==> src/rtl/msrh_pkg.sv <==
// Shared scheduler types for the msrh core: register descriptors, issue
// payloads, wakeup bus records and the CSU issue-queue entry state.
package msrh_pkg;

  localparam int RNID_W       = 6;
  localparam int TGT_BUS_SIZE = 2;

  typedef enum logic { GPR = 1'b0, FPR = 1'b1 } reg_t;

  typedef struct packed {
    logic              valid;
    reg_t              typ;
    logic [RNID_W-1:0] rnid;
    logic              ready;
  } rd_reg_t;

  typedef struct packed {
    logic          valid;
    logic [31:0]   inst;
    rd_reg_t [1:0] rd_regs;
  } issue_t;

  typedef struct packed {
    logic              valid;
    reg_t              rd_type;
    logic [RNID_W-1:0] rd_rnid;
  } early_wr_t;

  typedef enum logic [1:0] {
    CSU_IQ_FREE   = 2'b00,
    CSU_IQ_WAIT   = 2'b01,
    CSU_IQ_ISSUED = 2'b10
  } csu_iq_state_t;

  function automatic logic early_wr_hit(early_wr_t ew, reg_t typ, logic [RNID_W-1:0] rnid);
    return ew.valid & (ew.rd_type == typ) & (ew.rd_rnid == rnid);
  endfunction

endpackage

==> src/rtl/msrh_csu_iq_entry.sv <==
// One CSU issue-queue slot: lifecycle state, held instruction and the
// per-source readiness tracking driven by the early wakeup bus.
module msrh_csu_iq_entry
  import msrh_pkg::*;
(
  input  logic          i_clk,
  input  logic          i_reset_n,
  input  logic          load,
  input  logic          issue,
  input  logic          done,
  input  logic          flush,
  input  issue_t        disp,
  input  early_wr_t     early_wr [TGT_BUS_SIZE],
  output csu_iq_state_t state,
  output issue_t        entry,
  output logic          all_ready
);

  csu_iq_state_t state_r, state_nxt_s;
  issue_t        entry_r, entry_nxt_s;
  logic [1:0]    disp_hit_s, wake_hit_s;

  // Wakeup compare for the incoming sources and the held sources; the physical
  // zero GPR is never a legal wakeup target for a held source.
  always_comb begin
    disp_hit_s = 2'b00;
    wake_hit_s = 2'b00;
    for (int i = 0; i < 2; i++) begin
      for (int k = 0; k < TGT_BUS_SIZE; k++) begin
        disp_hit_s[i] = disp_hit_s[i] |
                        early_wr_hit(early_wr[k], disp.rd_regs[i].typ, disp.rd_regs[i].rnid);
        wake_hit_s[i] = wake_hit_s[i] |
                        (early_wr_hit(early_wr[k], entry_r.rd_regs[i].typ, entry_r.rd_regs[i].rnid) &
                         !((entry_r.rd_regs[i].typ == GPR) && (entry_r.rd_regs[i].rnid == RNID_W'(0))));
      end
    end
  end

  // Entry lifecycle: flush dominates every other transition.
  always_comb begin
    state_nxt_s = state_r;
    if (flush) begin
      state_nxt_s = CSU_IQ_FREE;
    end else begin
      case (state_r)
        CSU_IQ_FREE:   if (load)  state_nxt_s = CSU_IQ_WAIT;   else state_nxt_s = CSU_IQ_FREE;
        CSU_IQ_WAIT:   if (issue) state_nxt_s = CSU_IQ_ISSUED; else state_nxt_s = CSU_IQ_WAIT;
        CSU_IQ_ISSUED: if (done)  state_nxt_s = CSU_IQ_FREE;   else state_nxt_s = CSU_IQ_ISSUED;
        default:       state_nxt_s = CSU_IQ_FREE;
      endcase
    end
  end

  // Payload capture on load, then accumulate source wakeups while waiting.
  always_comb begin
    entry_nxt_s = entry_r;
    if (load && (state_r == CSU_IQ_FREE)) begin
      entry_nxt_s       = disp;
      entry_nxt_s.valid = 1'b1;
      for (int i = 0; i < 2; i++) begin
        entry_nxt_s.rd_regs[i].ready = !disp.rd_regs[i].valid | disp.rd_regs[i].ready | disp_hit_s[i];
      end
    end else if (state_r == CSU_IQ_WAIT) begin
      for (int i = 0; i < 2; i++) begin
        entry_nxt_s.rd_regs[i].ready = entry_r.rd_regs[i].ready | wake_hit_s[i];
      end
    end else begin
      entry_nxt_s = entry_r;
    end
  end

  // Entry state and payload registers.
  always_ff @(posedge i_clk or negedge i_reset_n) begin
    if (!i_reset_n) begin
      state_r <= CSU_IQ_FREE;
      entry_r <= issue_t'({$bits(issue_t){1'b0}});
    end else begin
      state_r <= state_nxt_s;
      entry_r <= entry_nxt_s;
    end
  end

  assign state     = state_r;
  assign entry     = entry_r;
  assign all_ready = (state_r == CSU_IQ_WAIT) & entry_r.rd_regs[0].ready & entry_r.rd_regs[1].ready;

endmodule

==> src/rtl/msrh_csu_issue_queue.sv <==
// In-order CSU issue queue: circular buffer of entries, head-only issue with
// at most one instruction in flight, retire on EX3 done, global flush.
module msrh_csu_issue_queue
  import msrh_pkg::*;
#(
  parameter int ENTRY_SIZE = 4
) (
  input  logic                  i_clk,
  input  logic                  i_reset_n,
  input  logic                  i_disp_valid,
  input  issue_t                i_disp,
  output logic                  o_disp_ready,
  input  early_wr_t             i_early_wr [TGT_BUS_SIZE],
  output issue_t                o_issue,
  output logic [ENTRY_SIZE-1:0] o_issue_index,
  input  logic                  i_done_valid,
  input  logic [ENTRY_SIZE-1:0] i_done_index_oh,
  input  logic                  i_flush_valid,
  output logic                  o_empty
);

  localparam int IDX_W = $clog2(ENTRY_SIZE);
  localparam int PTR_W = IDX_W + 1;

  logic [PTR_W-1:0]      head_r, tail_r, head_nxt_s, tail_nxt_s;
  logic [IDX_W-1:0]      head_idx_s, tail_idx_s;
  logic [ENTRY_SIZE-1:0] head_oh_s, tail_oh_s;
  logic [ENTRY_SIZE-1:0] load_s, issue_s, done_s, all_ready_s, issued_s;
  logic                  empty_s, full_s, accept_s, issue_fire_s, done_fire_s;
  csu_iq_state_t         state_s [ENTRY_SIZE];
  issue_t                entry_s [ENTRY_SIZE];

  assign head_idx_s = head_r[IDX_W-1:0];
  assign tail_idx_s = tail_r[IDX_W-1:0];
  assign head_oh_s  = ENTRY_SIZE'(1'b1) << head_idx_s;
  assign tail_oh_s  = ENTRY_SIZE'(1'b1) << tail_idx_s;
  assign empty_s    = (head_r == tail_r);
  assign full_s     = (head_idx_s == tail_idx_s) & (head_r[IDX_W] != tail_r[IDX_W]);

  for (genvar g = 0; g < ENTRY_SIZE; g++) begin : g_entry
    msrh_csu_iq_entry u_entry (
      .i_clk     (i_clk),
      .i_reset_n (i_reset_n),
      .load      (load_s[g]),
      .issue     (issue_s[g]),
      .done      (done_s[g]),
      .flush     (i_flush_valid),
      .disp      (i_disp),
      .early_wr  (i_early_wr),
      .state     (state_s[g]),
      .entry     (entry_s[g]),
      .all_ready (all_ready_s[g])
    );
    assign issued_s[g] = (state_s[g] == CSU_IQ_ISSUED);
  end

  // Head-only issue select, done decode and pointer advance; flush wins.
  always_comb begin
    accept_s     = i_disp_valid & ~full_s & ~i_flush_valid;
    issue_fire_s = ~i_flush_valid & (state_s[head_idx_s] == CSU_IQ_WAIT) &
                   all_ready_s[head_idx_s] & ~|issued_s;
    done_fire_s  = ~i_flush_valid & i_done_valid & (i_done_index_oh == head_oh_s) &
                   (state_s[head_idx_s] == CSU_IQ_ISSUED);
    load_s  = accept_s     ? tail_oh_s : {ENTRY_SIZE{1'b0}};
    issue_s = issue_fire_s ? head_oh_s : {ENTRY_SIZE{1'b0}};
    done_s  = done_fire_s  ? head_oh_s : {ENTRY_SIZE{1'b0}};
    if (issue_fire_s) begin
      o_issue       = entry_s[head_idx_s];
      o_issue_index = head_oh_s;
    end else begin
      o_issue       = issue_t'({$bits(issue_t){1'b0}});
      o_issue_index = {ENTRY_SIZE{1'b0}};
    end
    if (i_flush_valid) begin
      head_nxt_s = {PTR_W{1'b0}};
      tail_nxt_s = {PTR_W{1'b0}};
    end else begin
      head_nxt_s = head_r + PTR_W'(done_fire_s);
      tail_nxt_s = tail_r + PTR_W'(accept_s);
    end
  end

  // Head/tail pointers, wrap bit in the MSB.
  always_ff @(posedge i_clk or negedge i_reset_n) begin
    if (!i_reset_n) begin
      head_r <= {PTR_W{1'b0}};
      tail_r <= {PTR_W{1'b0}};
    end else begin
      head_r <= head_nxt_s;
      tail_r <= tail_nxt_s;
    end
  end

  assign o_disp_ready = ~full_s;
  assign o_empty      = empty_s;

endmodule

==> config.mk <==
export PLATFORM = sky130hd
export DESIGN_NAME = msrh_csu_issue_queue
export DESIGN_NICKNAME = d
export VERILOG_FILES = /design/src/rtl/msrh_pkg.sv /design/src/rtl/msrh_csu_iq_entry.sv /design/src/rtl/msrh_csu_issue_queue.sv
export SDC_FILE = /design/constraint.sdc
export NUM_CORES = 1
export LEC_CHECK = 0
export ABC_AREA = 1
export BUFFER_PORTS_ARGS = -buffer_cell sky130_fd_sc_hd__clkbuf_2
export CAP_MARGIN = 5
export CORE_AREA = 2 2 192 194
export DETAILED_ROUTE_END_ITERATION = 8
export DIE_AREA = 0 0 194 196
export GPL_TIMING_DRIVEN = 1
export PLACE_DENSITY_LB_ADDON = 0.05
export SKIP_LAST_GASP = 1
export SYNTH_ARGS = -nofsm -noshare
export SYNTH_HDL_FRONTEND = slang
export SYNTH_SLANG_ARGS = --single-unit
==> constraint.sdc <==
create_clock -name i_clk -period 1.9 [get_ports i_clk]
set_input_delay 0.38 -clock i_clk [delete_from_list [all_inputs] [get_ports i_clk]]
set_output_delay 0.38 -clock i_clk [all_outputs]
set_load 0.02 [all_outputs]
==> results by group, run 1 <==
Outcome
  – Outcome: finished, violations left
  – Violated checks: setup timing

Yosys
  – Mapped Area: approximately 12000 µm²
  – Synth Area per Inst: 7.110 µm²
  – Synth cell types: 34
  – #FFs+latches synth: ~220
  – Register area share after synthesis: about 44%
  – Syn_nets: around 1800
  – YS warnings: 0
  – Cells after synthesis: 1742

Routing
  – Total wire length: approximately 47000 µm
  – DR pass1 iterations: 5
  – Total vias in the final route: 12230
  – Avg WL per Cell: a little under 20 µm
  – # DRC: 0
  – Post-route ant nets: 0
  – Initial DRC Count: between 1000 and 1500
  – Drt via density: 4.965

Placed design
  – Final HPWL from detailed placement: approximately 32000 µm
  – GP Congestion: 0.9300
  – Pre-CTS WS: -0.2863 ns
  – Buffers on Ports: about 130

Worst setup path
  – Worst R2R End: tail_r[2]
  – Critical Path Max Stage Delay: roughly 0.44 ns
  – R2R depth: 11
  – Reg-to-reg slack, setup: -0.17 ns
  – Worst path cell trace: buf_6 > nand3_2 > nand2_2 > nor2_4 > nand2_2 > nor2_4 > nand2_8 > buf_12 > a31oi_4 > clkbuf_4
  – Setup CP Type: reg -> out
  – Crit Reg-Reg Startpoint: head_r[0]
  – CP max-delay cell: dfrtp_2
  – Crit-path max FO: 18
  – Worst setup SP type: flop
  – Arrival time worst endpoint: approximately 2.3 ns
  – CP endpoint kind: output pin
  – Critical Path RT: 1.52 ns

GRT
  – First-pass GRT wire length: between 70000 and 80000 µm
  – Grt ovf: 0
  – Gr usage total: about 24%
  – Vias in the first global route: approximately 12000
  – Largest net degree at the start of global routing: 50
  – Antenna violations before repair: 0

Floorplan
  – Die area: 38020 µm²
  – Die Height: about 200 µm
  – FP Rows: 70
  – Die W: 194 µm
  – IO Pins: between 100 and 150
  – Core area: between 30000 and 40000 µm²
  – Initial Util: between 30 and 40%

Clocking
  – Root buffer cell: clkbuf_16
  – Clk slew on worst S/H paths: 0.06 ns
  – Clock Latency Late Sink: 0.54 ns
  – Clk sinks: approximately 220
  – CTS tree: done
  – H-tree Lvls: 1
  – Total CTS buffers: 26
  – Clock Tree Buf Depth: 3

Cells and area
  – Flip-flop and latch area: 5456 µm²
  – Synthesis-to-finish area growth: 37.31%
  – Nets: between 2000 and 2500
  – Area used by multi-input combinational logic: ~6500 µm²
  – Layout cell share with drive strength beyond 1: 21.60%
  – Ant. Diodes: 0
  – # fillers: about 3700

Timing
  – Hold Fails Final Rpt: 0
  – Min Hold Slack: about 0.12 ns
  – RSZ-0062 raised after global routing: yes
  – Setup TNS: -54.84 ns
  – Max-slew violation count: 0
  – Maximum clock rate: ~0.37 GHz
  – Post-layout min period: around 2.7 ns
  – Final worst-path setup slack: -0.8148 ns
  – Fin Clk Skew: ~0.0095 ns
  – Final period util: 142.9%
  – Slew HR: 64.33%
  – Worst Tran Pin Value: roughly 0.53 ns
  – Final setup viols: between 200 and 250

Min path
  – Hold Crit Class: in -> reg
  – WHS Endpoint: g_entry[0].u_entry.entry[48]
  – Worst Hold Depth: 3
  – Hold Startpoint: i_disp[48]

Power
  – PwrDens: between 800 and 900 nW/µm²
  – Peak supply drop: between 500 and 600 µV
  – LEAKAGE: roughly 8 nW

Flow run
  – Max Cap Viol: 0
==> cell usage after synthesis <==
library cell,instances,area [µm²]
a31oi_1,40,250.2
o21ai_1,6,30.03
nand4_1,9,56.30
clkinv_1,11,41.29
xnor2_2,1,16.27
dfrtp_1,218,5455
nand2_1,712,2673
inv_2,3,11.26
nor2_4,2,22.52
buf_1,1,3.750
nand3_1,42,210.2
xor2_1,1,8.760
inv_1,189,709.4
a22oi_1,49,367.9
o211ai_1,6,45.04
buf_6,5,56.30
clkbuf_1,52,195.2
a21oi_1,36,180.2
nand3_2,3,30.03
nor4_1,5,31.28
o21ai_0,198,991.0
nor2_2,3,18.77
buf_8,1,15.01
a31oi_4,10,212.7
nand2_4,3,33.78
buf_2,21,105.1
or2_1,4,25.02
nor3_1,10,50.05
ha_1,4,50.05
or2_2,1,6.260
nand2_2,1,6.260
xnor2_1,19,166.4
buf_4,7,52.55
nor2_1,69,259.0
==> critical path, delay by kind of cell (launching register included) <==
| family | cells | cell delay (ns) |
|---|---|---|
| buffers and inverters | 3 | 0.56 |
| AO/OA/AOI/OAI | 1 | 0.17 |
| AND/OR/NAND/NOR | 6 | 0.61 |
| flip-flops | 1 | 0.44 |
==> worst max-delay path by stage <==
stage	startpoint	endpoint	slack (ns)	cells past startpoint
global route	head_r[1]	o_issue[40]	-0.92	10
CTS	head_r[1]	o_issue[38]	-0.83	10
finish	head_r[0]	o_issue[49]	-0.81	10
global placement	head_r[1]	o_issue[16]	-0.27	11
floorplan	head_r[0]	o_issue[12]	-0.03	9
detailed placement	head_r[0]	o_issue[38]	-0.29	10
==> what timing repair did <==
action	4_1_cts	5_1_grt
hold buffers	1	0
resized for setup	113	67
cloned	3	5
endpoints found under the hold margin	41	0
pin swaps	9	8
setup buffers	16	12
endpoints found under the setup margin	92	229
==> logic make-up after synthesis <==
family	synth area share [%]
and+or+nand+nor	27.63
AOI/OAI and AO/OA	16.77
buffers and inverters	9.607
DFF	44.04
xor gates and xnor gates	1.546
adders and majority gates	0.4041
==> registers in the layout (all words and copies together) (netlist names) <==
register,count
tail_r,3
g_entry.u_entry.entry,204
g_entry.u_entry.state,8
head_r,3
==> layer usage <==
metal / vias to the layer above / GRT usage [%] / part of all wire [%]
met2: 341 / 38.17 / 45
met4: 0 / 6.313 / 2.4
li1: 6022 / - / -
met5: - / 0 / 0
met1: 5812 / 34.79 / 46
met3: 54 / 3.369 / 5.9
==> cell type report <==
class | count | share of cell area [%]
Inverter | 203 | 4.510
Clock buffer | 38 | 4.451
Clock inverter | 7 | 0.6989
Tap cell | 468 | 3.443
Timing Repair Buffer | 295 | 16.33
Sequential cell | 218 | 32.09
Multi-Input combinational cell | 1234 | 38.49
==> power breakdown <==
part	switching, W	total [W]	internal, W	leakage, nW
clock network	0.00200	0.00515	0.00315	0.420
logic	0.00187	0.00322	0.00135	4.86
registers	0.000910	0.00650	0.00559	2.83
==> placed cells by master, fill, tap and decap left out, types with 9 or more instances in the layout <==
master     count
clkbuf_2      76
a21oi_1       36
xnor2_1       18
nand3_1       35
nor3_1        10
buf_6         17
clkbuf_4      26
clkbuf_16     32
nor2_1        68
o21ai_1       11
dfrtp_1      217
nand4_1        9
inv_2         10
inv_1        181
buf_4        115
o21ai_0      192
buf_12        30
buf_8         16
nand2_1      705
a31oi_4       49
a22oi_1       48
clkinv_1      10
==> stage by stage <==
stage                     area (µm²)  util, %  power, W  cells
after global routing           17010    47.13   0.01581   2463
after CTS                      16660    46.16   0.01500   2450
after global placement         15160    42.02  0.009607   2388
final                          17010    47.13   0.01487   2463
after floorplan                12970        -  0.008441   1742
after detailed placement       15160    42.02  0.009664   2388
Note: power is estimated with default switching activity, not from simulation.
==> run 2: changes to the inputs <==
- PLACE_DENSITY_LB_ADDON: 0.05 -> not set
- clock period: 1.9 -> 2.93 ns (I/O delays scaled with it)
==> results by group, run 2 (synthesis results as in run 1) <==
Outcome
  – Outcome: finished, violations left (unchanged)
  – Violated checks: setup timing (unchanged)

Placed design
  – Pre-CTS WS: 0.2374 ns (was -0.2863 ns)
  – Final HPWL from detailed placement: 27790 µm (was 32390 µm)
  – Buffers on Ports: 131 (unchanged)
  – GP Congestion: 0.9417 (was 0.9300)

GRT
  – Largest net degree at the start of global routing: 68 (was 50)
  – Gr usage total: 22.37% (was 24.15%)
  – Grt ovf: 0 (unchanged)
  – Antenna violations before repair: 0 (unchanged)
  – Vias in the first global route: 11610 (was 11740)
  – First-pass GRT wire length: 67190 µm (was 71150 µm)

Timing
  – Hold Fails Final Rpt: 0 (unchanged)
  – Fin Clk Skew: 0.02053 ns (was 0.009481 ns)
  – Maximum clock rate: approximately 0.33 GHz
  – Slew HR: 64.09% (was 64.33%)
  – Worst Tran Pin Value: 0.5386 ns (was 0.5307 ns)
  – Final setup viols: 42 (was 214)
  – Final worst-path setup slack: -0.07084 ns (was -0.8148 ns)
  – Post-layout min period: 3.001 ns
  – Final period util: 102.4%
  – RSZ-0062 raised after global routing: yes (unchanged)
  – Max-slew violation count: 0 (unchanged)

Cells and area
  – Synthesis-to-finish area growth: 25.69% (was 37.31%)
  – Nets: 1957 (was 2058)
  – Post-layout util: 43.14% (was 47.13%)
  – Largest register FFs: 204 (unchanged)
  – Commonest non-fill, non-tap cell in the layout: nand2_1 (unchanged)
  – Layout cell share with drive strength beyond 1: 16.09% (was 21.60%)
  – Ant. Diodes: 0 (unchanged)
  – Area used by multi-input combinational logic: 6208 µm² (was 6545 µm²)
  – # fillers: 3760 (was 3661)
  – Flip-flop and latch area: 5458 µm² (was 5456 µm²)
  – Commonest cells after routing, fill and taps aside: 709 x nand2_1, 216 x dfrtp_1, 197 x o21ai_0 (was 705 x nand2_1, 217 x dfrtp_1, 192 x o21ai_0)

Floorplan
  – Die W: 194 µm (unchanged)
  – Core area: 36080 µm² (unchanged)
  – Die area: 38020 µm² (unchanged)
  – Die Height: 196 µm (unchanged)
  – IO Pins: 133 (unchanged)
  – Initial Util: 34.32% (unchanged)
  – FP Rows: 70 (unchanged)

Worst setup path
  – CP endpoint kind: output pin (unchanged)
  – CP max-delay cell: dfrtp_2 (unchanged)
  – Worst setup SP type: flop (unchanged)
  – Buf/Inv on CP: 3 (unchanged)
  – Arrival time worst endpoint: 2.41 ns (was 2.33 ns)
  – Critical Path Max Stage Delay: 0.47 ns (was 0.44 ns)
  – Setup CP Type: reg -> out (unchanged)
  – Crit-path max FO: 7 (was 18)
  – Crit-path leading delay family: simple AND/OR/NAND/NOR gates (unchanged)
  – Critical Path RT: 2.34 ns (was 1.52 ns)
  – Worst path cell trace: buf_6 > nand3_2 > nand2_2 > nor2_2 > nand2_2 > nor2_4 > nand2_8 > clkbuf_16 > a31oi_4 > buf_8 (was buf_6 > nand3_2 > nand2_2 > nor2_4 > nand2_2 > nor2_4 > nand2_8 > buf_12 > a31oi_4 > clkbuf_4)
  – Critical Path Most Common Cell: nand2_2

Routing
  – DR pass1 iterations: 5 (unchanged)
  – Initial DRC Count: 1093 (was 1002)
  – Avg WL per Cell: 18.19 µm (was 19.24 µm)
  – Total vias in the final route: 12020 (was 12230)
  – # DRC: 0 (unchanged)
  – Total wire length: 43000 µm (was 47380 µm)
  – Post-route ant nets: 0 (unchanged)
  – Drt via density: 5.082 (was 4.965)

Clocking
  – Root buffer cell: clkbuf_16 (unchanged)
  – Hold_buf cts: 0 (was 1)
  – Clock Latency Late Sink: 0.54 ns (about the same)
  – Clk slew on worst S/H paths: 0.06 ns (about the same)
  – CTS tree: done (unchanged)
  – Total CTS buffers: 26 (unchanged)
  – Clock Tree Buf Depth: 3 (unchanged)
  – H-tree Lvls: 1 (unchanged)
  – Clk sinks: 218 (unchanged)

Power
  – Clk pwr share: 34.8% (was 34.6%)
  – LEAKAGE: 7.511 nW (was 8.109 nW)
  – Switching power share of the total: 32.44% (was 32.11%)
  – Combinational share of power: 20.3% (was 21.6%)
  – PwrDens: 602.8 nW/µm² (was 874.3 nW/µm²)
  – Int Power: 0.006340 W (was 0.01009 W)
  – Peak supply drop: 368.5 µV (was 594.1 µV)
  – Psw: 0.003045 W (was 0.004775 W)
  – Reg power frac: 44.9% (was 43.7%)

Flow run
  – Max Cap Viol: 0 (unchanged)

Min path
  – Hold Crit Class: in -> async (was in -> reg)
run 2: changes by cell type in the layout (fill, tap and decap cells not counted), moves of 7 or more:
cell and change:
a31oi_4 -14, buf_12 -23, buf_4 -61, clkbuf_4 -18
inv_1 +7, a31oi_1 +10
run 2: power groups by stage:
| stage | clock network, W | logic [W] | registers [W] |
|---|---|---|---|
| after floorplan | 0 | 0.00134 | 0.00404 |
| after global placement | 0 | 0.00177 | 0.00423 |
| after detailed placement | 0 | 0.00180 | 0.00424 |
| after CTS | 0.00335 | 0.00186 | 0.00420 |
| after global routing | 0.00347 | 0.00221 | 0.00429 |
| final | 0.00326 | 0.00191 | 0.00421 |
run 2: area by class of cell:
class | instances | area share (%)
well taps | 468 | 3.761
clock buffers | 36 | 4.742
flip-flops and latches | 218 | 35.06
repair buffers | 194 | 10.75
multi-input cells | 1234 | 39.88
inverters | 203 | 4.895
clock inverters | 11 | 0.9163
run 2: what timing repair did:
action | in CTS | in global routing
setup buffers | 8 | 1
endpoints found under the setup margin | 54 | 55
gates resized for setup | 109 | 88
pin swaps | 4 | 5
gates cloned | 3 | 2
run 2: final timing paths:
path                                              start                      endpoint  slack, ns  cells after the start
min                                           i_reset_n  g_entry[2].u_entry.entry[21]      0.007                      1
min reg2reg                g_entry[0].u_entry.entry[50]  g_entry[0].u_entry.entry[50]       0.46                      1
max                                           head_r[0]                    o_issue[7]      -0.07                     10
max in group asynchronous                     i_reset_n  g_entry[0].u_entry.entry[12]       2.15                      2
min in group i_clk                           i_disp[48]  g_entry[0].u_entry.entry[48]       0.33                      3
max reg2reg                                   head_r[0]  g_entry[2].u_entry.entry[23]       0.67                      8
run 2: metrics by stage:
step                      area [µm²]  setup TNS [ns]  power [W]  hold slack (ns)  std cells
after floorplan                12390               0   0.005384           0.2904       1742
after global placement         13700               0   0.005993           0.4477       2303
after detailed placement       13700               0   0.006045           0.4556       2303
after CTS                      15190          -1.573   0.009404         0.006709       2361
after global routing           15570          -7.374   0.009979          0.02832       2364
final                          15570          -1.184   0.009385         0.007253       2364
run 2: routing by layer:
| layer | vias to the layer above | wire length (µm) | global-route usage [%] |
|---|---|---|---|
| met3 | 75 | 3154 | 2.768 |
| met5 | - | 0 | 0 |
| met1 | 5664 | 19530 | 32.21 |
| li1 | 5809 | - | - |
| met2 | 467 | 19130 | 35.60 |
| met4 | 0 | 1180 | 5.920 |
==> run 3: changes to the inputs <==
- CORE_AREA: 2 2 192 194 -> 2 2 161 163
- DIE_AREA: 0 0 194 196 -> 0 0 163 165
- PLACE_DENSITY: not set -> 0.69
==> results by group, run 3 (synthesis results as in run 1) <==
Floorplan
  – Die Height: 165 µm (was 196 µm)
  – Die area: 26900 µm² (was 38020 µm²)
  – Initial Util: 49.47% (was 34.32%)
  – FP Rows: 58 (was 70)
  – Die W: 163 µm (was 194 µm)
  – Core area: 25040 µm² (was 36080 µm²)
  – IO Pins: 133 (unchanged)

Cells and area
  – Layout cell share with drive strength beyond 1: 15.11% (was 16.09%)
  – Flip-flop and latch area: 5460 µm² (was 5458 µm²)
  – Nets: 1946 (was 1957)
  – Area used by multi-input combinational logic: 6037 µm² (was 6208 µm²)
  – Post-layout util: 59.17% (was 43.14%)
  – Commonest non-fill, non-tap cell in the layout: nand2_1 (unchanged)
  – Largest register FFs: 204 (unchanged)
  – Ant. Diodes: 0 (unchanged)
  – # fillers: 2332 (was 3760)
  – Synthesis-to-finish area growth: 19.60% (was 25.69%)
  – Cell Count, Final, Fillers Out: 2210 (was 2364)
  – Commonest cells after routing, fill and taps aside: 705 x nand2_1, 214 x dfrtp_1, 197 x o21ai_0 (was 709 x nand2_1, 216 x dfrtp_1, 197 x o21ai_0)

GRT
  – Largest net degree at the start of global routing: 71 (was 68)
  – Grt ovf: 0 (unchanged)
  – Gr usage total: 29.88% (was 22.37%)
  – First-pass GRT wire length: 62110 µm (was 67190 µm)
  – Antenna violations before repair: 0 (unchanged)
  – Vias in the first global route: 11330 (was 11610)

Worst setup path
  – Crit-path leading delay family: simple AND/OR/NAND/NOR gates (unchanged)
  – Critical path endpoint: o_issue[7] (unchanged)
  – Arrival time worst endpoint: 2.37 ns (was 2.41 ns)
  – Critical Path Stages: 9 (was 10)
  – Crit Reg-Reg Startpoint: head_r[1] (was head_r[0])
  – Setup CP Type: reg -> out (unchanged)
  – R2R depth: 9 (was 8)
  – Buf/Inv on CP: 2 (was 3)
  – Crit-path max FO: 8 (was 7)
  – Worst path cell trace: nor2_4 > nand2_1 > nand2_1 > nand3_2 > nor2_4 > nand2_8 > buf_12 > a31oi_4 > buf_8 (was buf_6 > nand3_2 > nand2_2 > nor2_2 > nand2_2 > nor2_4 > nand2_8 > clkbuf_16 > a31oi_4 > buf_8)
  – CP Launch Point: g_entry[1].u_entry.state[1] (was head_r[0])
  – Reg-to-reg slack, setup: 0.61 ns (was 0.67 ns)
  – Worst R2R End: g_entry[0].u_entry.entry[30] (was g_entry[2].u_entry.entry[23])
  – Critical Path RT: 2.34 ns (about the same)
  – CP max-delay cell: dfrtp_2 (unchanged)
  – CP endpoint kind: output pin (unchanged)
  – Critical Path Max Stage Delay: 0.45 ns (was 0.47 ns)
  – Worst setup SP type: flop (unchanged)

Timing
  – Maximum clock rate: 0.3388 GHz (was 0.3332 GHz)
  – Slew HR: 57.03% (was 64.09%)
  – Setup TNS: -0.02157 ns (was -1.184 ns)
  – Final worst-path setup slack: -0.02157 ns (was -0.07084 ns)
  – Final period util: 100.7% (was 102.4%)
  – Max-slew violation count: 0 (unchanged)
  – Fin Clk Skew: 0.009879 ns (was 0.02053 ns)
  – Final setup viols: 1 (was 42)
  – Worst Tran Pin Value: 0.6445 ns (was 0.5386 ns)
  – Hold Fails Final Rpt: 0 (unchanged)
  – RSZ-0062 raised after global routing: yes (unchanged)
  – Post-layout min period: 2.952 ns (was 3.001 ns)

Power
  – Clk pwr share: 31.9% (was 34.8%)
  – LEAKAGE: 7.346 nW (was 7.511 nW)
  – Peak supply drop: 469.7 µV (was 368.5 µV)
  – Psw: 0.002890 W (was 0.003045 W)
  – PwrDens: 601.9 nW/µm² (was 602.8 nW/µm²)
  – Int Power: 0.006026 W (was 0.006340 W)
  – Overall power: 0.008916 W (was 0.009385 W)
  – Reg power frac: 47.1% (was 44.9%)
  – Switching power share of the total: 32.41% (was 32.44%)
  – Combinational share of power: 21.0% (was 20.3%)

Clocking
  – Clock Tree Buf Depth: 3 (unchanged)
  – Clk sinks: 218 (unchanged)
  – Root buffer cell: clkbuf_16 (unchanged)
  – Hold_buf cts: 0 (unchanged)
  – H-tree Lvls: 1 (unchanged)
  – Clock Latency Late Sink: 0.53 ns (was 0.54 ns)
  – CTS tree: done (unchanged)
  – Total CTS buffers: 24 (was 26)
  – Clk slew on worst S/H paths: 0.06 ns (about the same)

Routing
  – DR pass1 iterations: 5 (unchanged)
  – Total wire length: 40310 µm (was 43000 µm)
  – # DRC: 0 (unchanged)
  – Drt via density: 5.475 (was 5.082)
  – Post-route ant nets: 0 (unchanged)
  – Total vias in the final route: 12100 (was 12020)
  – Initial DRC Count: 1263 (was 1093)
  – Avg WL per Cell: 18.24 µm (was 18.19 µm)

Placed design
  – Placed Cells: 2153 (was 2303)
  – GP Congestion: 0.9406 (was 0.9417)
  – Buffers on Ports: 131 (unchanged)
  – Pre-CTS WS: 0.1477 ns (was 0.2374 ns)
  – Final HPWL from detailed placement: 25770 µm (was 27790 µm)

Flow run
  – Max Cap Viol: 0 (unchanged)

Outcome
  – Violated checks: setup timing (unchanged)
  – Outcome: finished, violations left (unchanged)

Min path
  – Hold Crit Class: in -> async (unchanged)
run 3: cell types whose count changed in the layout (fill, tap and decap cells not counted), moves of 3 or more:
| cell | before | now |
|---|---|---|
| clkbuf_16 | 28 | 25 |
| buf_8 | 19 | 8 |
| clkbuf_4 | 8 | 0 |
| buf_16 | 4 | 1 |
| a31oi_1 | 11 | 24 |
| buf_4 | 54 | 64 |
| nand2_2 | 4 | 7 |
| nand3_1 | 38 | 35 |
| nand2_1 | 709 | 705 |
| nand3_2 | 5 | 8 |
| a31oi_2 | 4 | 8 |
| a31oi_4 | 35 | 18 |
| buf_2 | 0 | 9 |
run 3: final cells by class:
type	instances	area share (%)
Sequential cell	218	36.86
Clock buffer	36	4.696
Multi-Input combinational cell	1235	40.76
Inverter	203	5.161
Clock inverter	4	0.3294
Tap cell	330	2.787
Timing Repair Buffer	184	9.410
run 3: what timing repair did:
item / 4_1_cts / 5_1_grt
resized for setup: 51 / 123
gates cloned: 2 / 1
setup endpoints to repair: 55 / 53
hold endpoints to repair: 0 / 0
setup buffers: 10 / 4
pin swaps: 7 / 3
run 3: how the worst min path moves through the flow:
stage / from / slack, ns / depth (start not counted) / endpoint
2_1_floorplan: i_reset_n / 0.29 / 0 / g_entry[0].u_entry.entry[0]
3_3_place_gp: g_entry[2].u_entry.entry[50] / 0.45 / 1 / g_entry[2].u_entry.entry[50]
3_5_place_dp: g_entry[3].u_entry.entry[50] / 0.45 / 1 / g_entry[3].u_entry.entry[50]
4_1_cts: i_reset_n / 0.04 / 1 / g_entry[3].u_entry.entry[35]
5_1_grt: i_reset_n / 0.04 / 1 / g_entry[3].u_entry.entry[35]
6_report: i_reset_n / 0.02 / 1 / g_entry[3].u_entry.entry[35]
run 3: worst reg2reg max path, delay by kind of cell, from the launching register on:
family | cells | cell delay [ns]
AO/OA/AOI/OAI | 1 | 0.11
XOR/XNOR | 1 | 0.18
buffers and inverters | 3 | 0.65
flip-flops | 1 | 0.48
AND/OR/NAND/NOR | 4 | 0.80
run 3: power groups by stage:
stage               Clock [W]  Combinational (W)  Sequential [W]
floorplan                   0            0.00134         0.00404
global placement            0            0.00173         0.00421
detailed placement          0            0.00178         0.00422
CTS                   0.00288            0.00182         0.00418
global route          0.00303            0.00217         0.00428
finish                0.00284            0.00188         0.00420
run 3: metal layers:
metal | wire length, µm | share of wire [%] | GRT usage (%)
met1 | 17440 | 43 | 41.15
met2 | 17600 | 44 | 46.49
met3 | 3765 | 9.3 | 6.178
met4 | 1499 | 3.7 | 11.54
met5 | 0 | 0 | 0
run 3: metrics by stage:
stage | instance area [µm²] | hold slack [ns]
floorplan | 12390 | 0.2904
global route | 14810 | 0.04322
CTS | 14470 | 0.03627
finish | 14810 | 0.01831
global placement | 13410 | 0.4529
detailed placement | 13410 | 0.4513
